$ cat src/rtl/round_pack.sv
// rtl/round_pack.sv - two-stage IEEE-754 single round-and-pack with valid/ready on both ends
// Optional feature macro: ROUND_MODES_EN adds rm[1:0] (00 RNE, 01 RTZ, 10 RUP, 11 RDN).
module round_pack #(
    parameter int EXP_W   = 10,
    parameter int MAX_EXP = 255
) (
    input  logic             CLK,
    input  logic             RST,
    input  logic             in_valid,
    output logic             in_ready,
    input  logic             sign_in,
    input  logic [EXP_W-1:0] Ez_add,
    input  logic [24:0]      normalised_output,
    input  logic             sticky_in,
    input  logic [4:0]       SHL,
    input  logic             ovf,
`ifdef ROUND_MODES_EN
    input  logic [1:0]       rm,
`endif
    output logic             out_valid,
    input  logic             out_ready,
    output logic [31:0]      result,
    output logic [2:0]       flags
);
    // One extra bit over the stage-1 exponent absorbs the rounding carry.
    localparam int EW = EXP_W + 2;

    logic             s1_valid;
    logic             s1_sign;
    logic             s1_sub;
    logic [EXP_W:0]   s1_e;
    logic [23:0]      s1_mant;
    logic             s1_inc;
    logic             s1_inexact;
    logic [1:0]       s1_rm;

    logic             s2_open;
    logic             s1_advancing;

    logic             guard;
    logic             inexact_d;
    logic             subnormal_d;
    logic [EXP_W:0]   e_norm_d;
    logic             inc_d;
    logic [1:0]       rm_d;

    logic [24:0]      sum;
    logic [23:0]      mant_r;
    logic [EW-1:0]    e_r;
    logic             e_ge_max;
    logic             e_le0;
    logic             sat;
    logic [31:0]      nxt_result;
    logic [2:0]       nxt_flags;

    assign s2_open      = !out_valid || out_ready;
    assign s1_advancing = s1_valid && s2_open;
    assign in_ready     = !s1_valid || s1_advancing;

    assign guard       = normalised_output[0];
    assign inexact_d   = guard | sticky_in;
    assign subnormal_d = Ez_add[EXP_W-1] | (Ez_add == '0);
    assign e_norm_d    = {Ez_add[EXP_W-1], Ez_add} + (EXP_W+1)'(ovf) - (EXP_W+1)'(SHL);

`ifdef ROUND_MODES_EN
    assign rm_d = rm;
`else
    assign rm_d = 2'b00;
`endif

    always_comb begin
        inc_d = guard & (normalised_output[1] | sticky_in);
        case (rm_d)
            2'b01:   inc_d = 1'b0;
            2'b10:   inc_d = inexact_d & ~sign_in;
            2'b11:   inc_d = inexact_d & sign_in;
            default: ;
        endcase
    end

    always_ff @(posedge CLK) begin
        if (RST) begin
            s1_valid   <= 1'b0;
            s1_sign    <= 1'b0;
            s1_sub     <= 1'b0;
            s1_e       <= '0;
            s1_mant    <= '0;
            s1_inc     <= 1'b0;
            s1_inexact <= 1'b0;
            s1_rm      <= 2'b00;
        end else if (in_ready) begin
            s1_valid <= in_valid;
            if (in_valid) begin
                s1_sign    <= sign_in;
                s1_sub     <= subnormal_d;
                s1_e       <= subnormal_d ? '0 : e_norm_d;
                s1_mant    <= normalised_output[24:1];
                s1_inc     <= inc_d;
                s1_inexact <= inexact_d;
                s1_rm      <= rm_d;
            end
        end
    end

    assign sum      = {1'b0, s1_mant} + 25'(s1_inc);
    assign mant_r   = sum[24] ? sum[24:1] : sum[23:0];
    assign e_r      = {s1_e[EXP_W], s1_e} + EW'(sum[24]);
    assign e_ge_max = $signed(e_r) >= $signed(EW'(MAX_EXP));
    assign e_le0    = e_r[EW-1] | (e_r == '0);

    // Directed modes that round toward zero saturate to the largest finite value.
    assign sat = (s1_rm == 2'b01) | ((s1_rm == 2'b10) & s1_sign) | ((s1_rm == 2'b11) & ~s1_sign);

    always_comb begin
        nxt_result = '0;
        nxt_flags  = '0;
        if (s1_sub) begin
            nxt_result = {s1_sign, 7'd0, mant_r[23], mant_r[22:0]};
            nxt_flags  = {1'b0, ~mant_r[23] & s1_inexact, s1_inexact};
        end else if (e_ge_max) begin
            nxt_result = sat ? {s1_sign, 8'hFE, 23'h7FFFFF} : {s1_sign, 8'hFF, 23'h0};
            nxt_flags  = 3'b101;
        end else if (e_le0) begin
            nxt_result = {s1_sign, 31'h0};
            nxt_flags  = 3'b011;
        end else begin
            nxt_result = {s1_sign, e_r[7:0], mant_r[22:0]};
            nxt_flags  = {2'b00, s1_inexact};
        end
    end

    always_ff @(posedge CLK) begin
        if (RST) begin
            out_valid <= 1'b0;
            result    <= '0;
            flags     <= '0;
        end else if (s2_open) begin
            out_valid <= s1_valid;
            if (s1_valid) begin
                result <= nxt_result;
                flags  <= nxt_flags;
            end
        end
    end
endmodule

$ cat config.mk
export PLATFORM = sky130hd
export DESIGN_NAME = round_pack
export DESIGN_NICKNAME = d
export VERILOG_FILES = /design/src/rtl/round_pack.sv
export SDC_FILE = /design/constraint.sdc
export NUM_CORES = 1
export LEC_CHECK = 0
export ABC_AREA = 0
export BUFFER_PORTS_ARGS = -buffer_cell sky130_fd_sc_hd__buf_4
export CAP_MARGIN = 40
export CELL_PAD_IN_SITES_DETAIL_PLACEMENT = 1
export CELL_PAD_IN_SITES_GLOBAL_PLACEMENT = 1
export CORE_MARGIN = 1.5
export CORE_UTILIZATION = 41
export CTS_CLUSTER_SIZE = 28
export DETAILED_ROUTE_END_ITERATION = 16
export PLACE_DENSITY = 0.84
export SLEW_MARGIN = 20
export SYNTH_ARGS = -nofsm -noshare
export SYNTH_HDL_FRONTEND = slang
export SYNTH_SLANG_ARGS = --single-unit
$ cat constraint.sdc
create_clock -name CLK -period 5 [get_ports CLK]
set_input_delay 1.5 -clock CLK [delete_from_list [all_inputs] [get_ports CLK]]
set_output_delay 1.5 -clock CLK [all_outputs]
set_load 0.01 [all_outputs]
==> flow_results.org <==
** Setup path
- CP Class :: flip-flop to flip-flop
- Peak fanout along the critical path :: 12
- Stage delay of the slowest cell on the critical path :: between 0.6 and 0.7 ns
- The worst setup path is launched from a flip-flop.
- Critical Path Most Common Cell :: sky130_fd_sc_hd__ha_1
- Combined buffer and inverter count along the critical path :: 1
- STA puts the critical path data arrival time at 4.60 ns.
- Setup crit end kind :: flip-flop
- Traced cell by cell, the critical path runs through ha_1 -> ha_1 -> and3_1 -> nand4_1 -> or4_4 -> inv_2 -> ha_1 -> ha_1 -> nand3_1 -> o21a_1 -> nor3_1 -> a221oi_4 -> a21boi_2 -> o31ai_1.
- The kind of cell with the highest combined delay along the critical path is simple AND/OR/NAND/NOR gates.
- Worst path slowest cell :: sky130_fd_sc_hd__nor3_1
- CP Data Required Time :: roughly 5.2 ns

** STA
- Worst Tran Pin Value :: 0.803 ns
- Dividing the final minimum period by the clock period gives 0.872.
- Unrepaired setup endpoints after global routing :: no
- Setup violations remaining at the end of the flow were counted as 0.
- The number of max-slew violations in the final report is 0.
- Post-layout minimum cycle time :: 4.36 ns
- Endpoints failing hold :: 0
- In this run the tightest slew margin relative to its limit is 0.460.
- Max Clock Freq :: 229 MHz
- On the final layout, the worst clock skew is 0.0166 ns.
- Accumulated negative setup slack :: 0 ns

** Clock network
- Root buffer selected by CTS :: sky130_fd_sc_hd__clkbuf_8
- Once the clock tree was built, the resizer swapped 0 gates to a different size.
- For this design, the sink count on the clock tree is 76.
- Later-pin clock latency in the skew report :: 0.38 ns
- H-tree lvl count :: 3
- The number of hold buffers added after CTS was 0.
- Total CTS buffers :: 9
- Setup Buffers After CTS :: 0
- After clock tree synthesis, the clock-pin slew on the worst setup and hold paths is 0.09 ns.
- In this run the deepest clock path goes through 2 buffers.
- TritonCTS built the clock tree.

** Synth
- Count of flip-flops with a built-in enable after synthesis :: 0
- Synthesis produced a netlist whose cell count is 512.
- Most area-hungry cell type in the Yosys netlist :: sky130_fd_sc_hd__dfxtp_1
- Area fraction of the dominant cell type after synthesis :: 0.366
- For this run, the number of Yosys warnings is 0.
- The synthesized netlist occupies a cell area of 4160 sq um.
- For this run, asynchronously set or reset flops after synthesis account for 0.
- In the synthesized netlist the dominant register cell turns out to be sky130_fd_sc_hd__dfxtp_1.
- The synthesized design contains 76 register bits.
- In the post-synthesis netlist, the biggest area contributors are sky130_fd_sc_hd__dfxtp_1 (37%), sky130_fd_sc_hd__nand2_1 (9.3%), sky130_fd_sc_hd__ha_1 (6.6%).
- The number of different library cells used by synthesis comes to 59.
- Register area share after synthesis :: 0.366
- After synthesis, the mean cell area works out to a little over 8 sq um.
- Synth Net Count :: 582

** Power and ir drop
- Leakage power summed over all cells :: about 2.2 nW
- VDD sags by at most 164 uV.
- Sequential fraction of design power :: 0.458
- Clk pwr share :: 0.370
- Of the total power, the share spent switching nets is 0.287.
- Of the total power, combinational logic draws 0.173.
- The internal portion of the total power is 1.05 mW.
- The analysis attributes to net switching a power of 0.422 mW.
- Overall power consumption :: ~1.5 mW
- Dividing total power by cell area gives a power density of 288 nW/um^2.

** Route
- DR WL met2 :: between 5000 and 6000 um
- Routed length on met3 :: ~490 um
- Number of detailed-routing iterations run before antenna repair :: 4
- Count of antenna-violating nets left after detailed routing :: 0
- In the routed design, unresolved DRC markers number 0.
- Top metal layer carrying routed signals :: met4
- Across all layers, the routed design uses 3932 vias.
- The detailed router finished its first iteration with 107 violations.
- Final wirelength :: 12100 um
- Via-per-instance ratio :: around 5.4
- In the final routing, the length of wire on met1 measures 5820 um.
- Average routed wire per standard cell :: 16.6 um

** Cells and area
- The top cell types in the final layout, fill and taps aside, are sky130_fd_sc_hd__nand2_1 (103), sky130_fd_sc_hd__buf_4 (88), sky130_fd_sc_hd__dfxtp_1 (76).
- Ant. Diodes :: 0
- Area of combinational cells with multiple inputs :: 2410 sq um
- The layout has 1265 filler cells.
- Compared with the post-synthesis result, the final layout area differs by 22.8%.
- Fraction of final layout cells sized beyond drive strength 1 :: 0.224
- Count of nets after finishing :: roughly 660
- Commonest non-fill, non-tap cell in the layout :: sky130_fd_sc_hd__nand2_1
- Registers take ~1500 sq um.

** Worst hold path
- The path class of the tightest hold or removal check is flip-flop to flip-flop.

** Place
- Port Buf Inserts :: 83
- Dpl hpwl :: 9290 um
- Last weighted congestion value of the routability-driven placer :: 0.823

** Die
- Number of primary I/O pins :: 84
- The floorplan step set the die width to 104 um.
- The floorplan step defined a die boundary enclosing roughly 11000 sq um.
- Overall die height :: 104 um
- The core region is 9820 sq um.
- The initial utilization of the core area, before any placement, comes to 0.424.
- Standard-cell row count :: 36

** Global routing
- Overall Global Routing Usage :: 0.235
- The number of antenna violations at the first check in global routing is 0.
- Via count of the first global-routing pass :: 4055
- The first global-routing pass estimated about 20000 um of wire.
- Entering global routing, the biggest net connects 51 pins.
- For this run the aggregate overflow at the end of global routing stands at 0.

** Job
- Max Cap Violations :: 0

** Run status
- The run finished with clean final reports.
## tightest hold or removal path: stages, from the launching register on
cell and delay, ns:
sky130_fd_sc_hd__dfxtp_1 0.32, sky130_fd_sc_hd__nand2_1 0.06, sky130_fd_sc_hd__a21oi_1 0.05
## synth_stat cells (6+ instances only)
cell,n
sky130_fd_sc_hd__a21oi_1,43
sky130_fd_sc_hd__a22oi_1,6
sky130_fd_sc_hd__a31oi_1,8
sky130_fd_sc_hd__and3_1,7
sky130_fd_sc_hd__clkbuf_1,16
sky130_fd_sc_hd__dfxtp_1,76
sky130_fd_sc_hd__ha_1,22
sky130_fd_sc_hd__inv_1,30
sky130_fd_sc_hd__nand2_1,103
sky130_fd_sc_hd__nand3_1,13
sky130_fd_sc_hd__nand4_1,7
sky130_fd_sc_hd__nor2_1,33
sky130_fd_sc_hd__nor3_1,12
sky130_fd_sc_hd__o21ai_0,7
sky130_fd_sc_hd__o21ai_2,10
sky130_fd_sc_hd__o31ai_1,9
sky130_fd_sc_hd__xnor2_1,18
sky130_fd_sc_hd__xor2_1,13
## power groups by stage
stage | sequential, mW | combinational [mW] | clock [mW]
6_report | 0.674 | 0.254 | 0.545
5_1_grt | 0.679 | 0.283 | 0.573
4_1_cts | 0.673 | 0.255 | 0.547
3_5_place_dp | 0.687 | 0.253 | 0
3_3_place_gp | 0.685 | 0.243 | 0
2_1_floorplan | 0.675 | 0.165 | 0
## logic make-up (layout without fill, tap and decap cells)
group | after synthesis | after routing | synth area share
AOI/OAI and AO/OA | 121 | 121 | 0.204
xor gates and xnor gates | 31 | 31 | 0.0653
adders and majority gates | 23 | 23 | 0.0710
buffers and inverters | 54 | 135 | 0.0550
DFF | 76 | 76 | 0.366
muxes | 3 | 3 | 0.00752
and+or+nand+nor | 204 | 204 | 0.232
## routing by layer
layer / GRT usage / vias to the layer above
met5: 0 / -
met4: 0.0883 / 0
met3: 0.0428 / 14
met2: 0.376 / 87
met1: 0.315 / 1900
li1: - / 1931
## registers in the layout, indices dropped and copies added (netlist names)
name,cells
result,32
s1_mant,24
s1_e,11
flags,3
out_valid,1
s1_inc,1
s1_inexact,1
s1_sign,1
s1_sub,1
s1_valid,1
## area by class of cell
class | instances | area share
clock buffer | 10 | 0.0269
clock inverter | 6 | 0.0184
inverter | 31 | 0.0228
multi-input combinational | 382 | 0.472
sequential | 76 | 0.298
tap | 133 | 0.0326
timing repair buffer | 88 | 0.129
## stage by stage
| step | worst slack [ns] | utilization | hold slack [ns] | cell area [sq um] | instances |
|---|---|---|---|---|---|
| 6_report | 0.638 | 0.520 | 0.463 | 5110 | 726 |
| 5_1_grt | 0.277 | 0.520 | 0.488 | 5110 | 726 |
| 4_1_cts | 0.626 | 0.520 | 0.467 | 5110 | 726 |
| 3_5_place_dp | 0.670 | 0.497 | 0.451 | 4880 | 710 |
| 3_3_place_gp | 0.939 | 0.497 | 0.441 | 4880 | 710 |
| 2_1_floorplan | 1.32 | - | 0.432 | 4160 | 512 |
## final timing paths
kind | start | to | slack (ns) | cells past startpoint
max reg2reg | s1_inc | result[6] | 0.64 | 14
max | s1_inc | result[6] | 0.64 | 14
min | s1_sign | result[31] | 0.46 | 2
min reg2reg | s1_sign | result[31] | 0.46 | 2
No activity file was read; power rests on OpenSTA's default activity.
